$ cat src/rtl/matrix_coord_scanner.sv
// Row-major (mdc, mdl) scan generator; optional inter-cell blanking via MATRIX_SCAN_BLANK_EN.
// Registered outputs: first cell one edge after start is sampled; no backpressure, runs free until stop or end of frame.
module matrix_coord_scanner #(
    parameter int PRESCALE  = 4,
    parameter int N_COLS    = 5,
    parameter int N_ROWS    = 7,
    parameter int BLANK_LEN = 2
) (
    input  logic       clk,
    input  logic       rst_n,
    input  logic       start,
    input  logic       stop,
    input  logic       cont,
    output logic [2:0] mdc,
    output logic [2:0] mdl,
    output logic       valid,
    output logic       busy,
    output logic       frame_done
);

    localparam logic [15:0] DWELL_LAST = 16'(PRESCALE - 1);
    localparam logic [2:0]  COL_LAST   = 3'(N_COLS - 1);
    localparam logic [2:0]  ROW_LAST   = 3'(N_ROWS - 1);

`ifdef MATRIX_SCAN_BLANK_EN
    localparam logic [7:0] BLANK_LAST = 8'(BLANK_LEN - 1);
    typedef enum logic [1:0] {IDLE, SCAN, BLANK} state_t;
    logic [7:0] blank_cnt, blank_cnt_nxt;
`else
    typedef enum logic [0:0] {IDLE, SCAN} state_t;
`endif

    state_t      state, state_nxt;
    logic [15:0] dwell, dwell_nxt;
    logic [2:0]  mdc_nxt, mdl_nxt;
    logic        valid_nxt, busy_nxt, frame_done_nxt;

    logic        last_col, last_cell, dwell_end;
    logic [2:0]  col_adv, row_adv;

    assign last_col  = (mdc == COL_LAST);
    assign last_cell = last_col && (mdl == ROW_LAST);
    assign dwell_end = (dwell == DWELL_LAST);
    // Row-major successor; the last cell wraps naturally to (0,0).
    assign col_adv   = last_col ? 3'd0 : mdc + 3'd1;
    assign row_adv   = last_col ? ((mdl == ROW_LAST) ? 3'd0 : mdl + 3'd1) : mdl;

    always_ff @(posedge clk or negedge rst_n) begin
        if (!rst_n) begin
            state      <= IDLE;
            dwell      <= 16'd0;
            mdc        <= 3'd0;
            mdl        <= 3'd0;
            valid      <= 1'b0;
            busy       <= 1'b0;
            frame_done <= 1'b0;
`ifdef MATRIX_SCAN_BLANK_EN
            blank_cnt  <= 8'd0;
`endif
        end else begin
            state      <= state_nxt;
            dwell      <= dwell_nxt;
            mdc        <= mdc_nxt;
            mdl        <= mdl_nxt;
            valid      <= valid_nxt;
            busy       <= busy_nxt;
            frame_done <= frame_done_nxt;
`ifdef MATRIX_SCAN_BLANK_EN
            blank_cnt  <= blank_cnt_nxt;
`endif
        end
    end

    always_comb begin
        state_nxt      = state;
        dwell_nxt      = dwell;
        mdc_nxt        = mdc;
        mdl_nxt        = mdl;
        valid_nxt      = valid;
        busy_nxt       = busy;
        frame_done_nxt = 1'b0;
`ifdef MATRIX_SCAN_BLANK_EN
        blank_cnt_nxt  = blank_cnt;
`endif
        if (stop) begin
            // Abort wins over start and over dwell expiry; no frame_done.
            state_nxt = IDLE;
            dwell_nxt = 16'd0;
            mdc_nxt   = 3'd0;
            mdl_nxt   = 3'd0;
            valid_nxt = 1'b0;
            busy_nxt  = 1'b0;
`ifdef MATRIX_SCAN_BLANK_EN
            blank_cnt_nxt = 8'd0;
`endif
        end else begin
            case (state)
                IDLE: begin
                    if (start) begin
                        state_nxt = SCAN;
                        dwell_nxt = 16'd0;
                        mdc_nxt   = 3'd0;
                        mdl_nxt   = 3'd0;
                        valid_nxt = 1'b1;
                        busy_nxt  = 1'b1;
                    end
                end
                SCAN: begin
                    if (dwell_end) begin
                        dwell_nxt = 16'd0;
                        if (last_cell && !cont) begin
                            state_nxt      = IDLE;
                            mdc_nxt        = 3'd0;
                            mdl_nxt        = 3'd0;
                            valid_nxt      = 1'b0;
                            busy_nxt       = 1'b0;
                            frame_done_nxt = 1'b1;
                        end else begin
`ifdef MATRIX_SCAN_BLANK_EN
                            // Coordinates hold through the gap; advance on exit.
                            state_nxt      = BLANK;
                            blank_cnt_nxt  = 8'd0;
                            valid_nxt      = 1'b0;
                            frame_done_nxt = last_cell;
`else
                            mdc_nxt        = col_adv;
                            mdl_nxt        = row_adv;
                            frame_done_nxt = last_cell;
`endif
                        end
                    end else begin
                        dwell_nxt = dwell + 16'd1;
                    end
                end
`ifdef MATRIX_SCAN_BLANK_EN
                BLANK: begin
                    if (blank_cnt == BLANK_LAST) begin
                        state_nxt = SCAN;
                        mdc_nxt   = col_adv;
                        mdl_nxt   = row_adv;
                        valid_nxt = 1'b1;
                    end else begin
                        blank_cnt_nxt = blank_cnt + 8'd1;
                    end
                end
`endif
                default: begin
                    state_nxt = IDLE;
                end
            endcase
        end
    end

endmodule
$ cat config.mk
export PLATFORM = sky130hd
export DESIGN_NAME = matrix_coord_scanner
export DESIGN_NICKNAME = d
export VERILOG_FILES = /design/src/rtl/matrix_coord_scanner.sv
export SDC_FILE = /design/constraint.sdc
export NUM_CORES = 1
export LEC_CHECK = 0
export CORE_MARGIN = 3
export CORE_UTILIZATION = 56
export DETAILED_ROUTE_END_ITERATION = 16
export GPL_ROUTABILITY_DRIVEN = 0
export PLACE_DENSITY = 0.78
export SLEW_MARGIN = 20
export SYNTH_ARGS = -nofsm -noshare
export SYNTH_HDL_FRONTEND = slang
export SYNTH_SLANG_ARGS = --single-unit
$ cat constraint.sdc
create_clock -name clk -period 2.1 [get_ports clk]
set_input_delay 0.21 -clock clk [delete_from_list [all_inputs] [get_ports clk]]
set_output_delay 0.21 -clock clk [all_outputs]
set_load 0.005 [all_outputs]
==> flow_summary.toml <==
[run_status]
outcome = "complete, no violations"

[final_layout]
insertedDiodeCount = 0
fin_nets = 187
fin_util_pct = 67.66
final_cell_area_um2 = 1707
final_cells = 208
synthToLayoutAreaGrowth_pct = 13.67
drive_gt1_share_pct = 11.24

[worst_setup_path]
startpoint_type = "flop"
cp-startpoint = "dwell[0]$_DFFE_PN0P_"
critical_path_class = "reg -> reg"
critical_path.max_fanout = 10
worstPathArrival_ns = 2.07
r2r-start = "dwell[0]$_DFFE_PN0P_"
cp-end-kind = "flop"
cp_data_required_time_ns = 2.34

[timing]
fmax_mhz = 545.3
hold_slack_ns = 0.2205
worst_slew_pin_slew_ns = 0.4333
relSlewSlack_pct = 70.89
fin_crit_ns = 1.834
fin_crit_sh_pct = 87.33
fin_ws_ns = 0.2661
setup_tns_ns = 0
finalClockSkew_ns = 0.01046
setup_viol = 0
maxSlewViolCount = 0
hold_viol = 0
grt_setup_unrepaired = "no"

[cts]
clock_path_buffers = 2
clock-sinks = 25
h-tree-depth = 1
numCtsBuffers = 3
clk_transition_reported_paths_ns = 0.14
clockRootBuffer = "clkbuf_4"
clkLatencyLatePin_ns = 0.33
tritoncts = "yes"

[synth]
async_flop_share_pct = 100.0
yosysWarnings = 0
yosysTopAreaCellShare_pct = 41.67
synth-simple-area-share_pct = 27.33
synth-seq-cells = 25
ys_types = 42
ys_top_cells_by_area = "dfrtp_1 42%, a31oi_1 7.5%, nor3_1 3.3%"
synthMuxAreaShare_pct = 0.6667
synth_flop_cell = "dfrtp_1"
synth.avg_cell_area_um2 = 9.045
yosysSeqAreaShare_pct = 41.67
synth-adder-area-share_pct = 2.500
netlist_instances = 166
synth_top_family_by_area = "simple AND/OR/NAND/NOR gates"
synth_xor_area_share_pct = 0
synth_nets = 174
synthesis.area_um2 = 1501
synth.largest_area_cell = "dfrtp_1"
synth-edff-count = 0
synth_compound_area_share_pct = 21.50

[place]
place_ws_ns = 0.1612
post_dp_cell_area_um2 = 1653
detailed_place_hpwl_um = 2459
io_buffers = 13
placed_cells = 202

[floorplan]
row_count = 18
pin_count = 14
die_area_um2 = 3339
die_y_um = 57.78
die_x_um = 57.78
core_um2 = 2522
initial_utilization_pct = 59.52

[detailed_routing]
viasPerCell = 6.817
antenna_left = 0
totalWireLength_um = 3507
drt_iter0_drc = 90
drt_pre_antenna_iters = 4
num_vias = 1418
wl_per_cell_um = 16.86
post-route-drc-count = 0

[global_routing]
grt_overflow = 0
grt_pass1_wl_um = 5878
antenna_found_initial = 0
grt.total_usage_pct = 22.66
grt_max_degree = 26
grt_pass1_vias = 1273

[power_and_ir_drop]
irDropWorstVdd_mv = 0.3615
power_mw = 0.8067
p_leak_nw = 0.6634
powerDensity_nw_per_um2 = 472.7

[worst_hold_path]
hold_class = "in -> async"

[flow_run]
drv_cap = 0
==> cell usage after synthesis (2+ instances only) <==
| cell | instances |
|---|---|
| and4_1 | 5 |
| a21oi_1 | 3 |
| nand3_1 | 8 |
| nor4b_1 | 2 |
| or4_1 | 4 |
| a31oi_1 | 18 |
| nor2_1 | 7 |
| nor3_1 | 10 |
| nand2_1 | 11 |
| clkbuf_1 | 7 |
| ha_1 | 3 |
| a41oi_1 | 5 |
| nor4_1 | 4 |
| nand4_1 | 7 |
| nand3b_1 | 2 |
| o2bb2ai_1 | 3 |
| o21ai_0 | 8 |
| dfrtp_1 | 25 |
| inv_1 | 7 |
| buf_2 | 4 |
| and2_1 | 2 |
==> cells by family after synthesis <==
family                     Yosys count
AOI/OAI and AO/OA                   46
DFF                                 25
buffers and inverters               21
and+or+nand+nor                     70
adders and majority gates            3
muxes                                1
==> timing repair <==
action	4_1_cts	5_1_grt
buffers inserted	0	2
setup endpoints to repair	0	17
hold buffers	0	0
resized for setup	0	5
==> worst paths after layout <==
check | slack (ns) | endpoint | cells after the start
max in group asynchronous | 1.63 | dwell[14]$_DFFE_PN0P_ | 2
max reg2reg | 0.27 | dwell[15]$_DFFE_PN0P_ | 5
min | 0.22 | dwell[6]$_DFFE_PN0P_ | 2
max | 0.27 | dwell[15]$_DFFE_PN0P_ | 5
min in group clk | 0.51 | busy$_DFFE_PN0P_ | 2
min reg2reg | 0.56 | dwell[0]$_DFFE_PN0P_ | 1
==> state kept, by name (all words and copies together), names as in the netlist <==
name and flops:
busy 1, dwell 16, frame_done 1, mdc 3, mdl 3, state 1
==> where the power goes <==
part           switching, mW  total [mW]  internal, mW  leakage, nW
clock network          0.153       0.225        0.0717       0.0177
registers            0.00789       0.496         0.488        0.345
logic                 0.0507      0.0857        0.0350        0.300
total                  0.212       0.807         0.595        0.663
==> worst max-delay path: stages (launching register included) <==
cell     delay (ns)
dfrtp_1        0.42
ha_1           0.27
nor4b_1        0.27
and4_4         0.34
nor3_1         0.10
a221o_1        0.34
==> layer usage <==
metal | wire (um) | vias to the layer above | track usage, %
li1 | - | 680 | -
met1 | 1637 | 669 | 32.76
met2 | 1561 | 59 | 34.68
met3 | 224 | 10 | 2.227
met4 | 83 | 0 | 9.603
met5 | 0 | - | 0
==> cells in the final DEF (no fill, tap or decap), types with 2 or more instances in the layout <==
cell             instances
nand3_1                  8
nor3_1                   9
nand2_1                 11
nor4_1                   4
buf_4                    9
a31oi_1                 18
or4_1                    4
nor2_1                   7
a41oi_1                  5
nand4_1                  7
and4_1                   4
and2_1                   2
nand3b_1                 2
o2bb2ai_1                3
a21oi_1                  2
clkbuf_4                 3
o21ai_0                  8
ha_1                     3
clkdlybuf4s50_1         13
nor4b_1                  2
inv_1                    7
dfrtp_1                 25
==> area by class of cell <==
class | instances | area (um^2)
well taps | 30 | 37.54
multi-input cells | 120 | 792.0
fillers | 199 | 815.8
repair buffers | 22 | 197.7
clock inverters | 1 | 5.005
inverters | 7 | 26.28
clock buffers | 3 | 22.52
flip-flops and latches | 25 | 625.6
(Power assumes the default switching activity.)
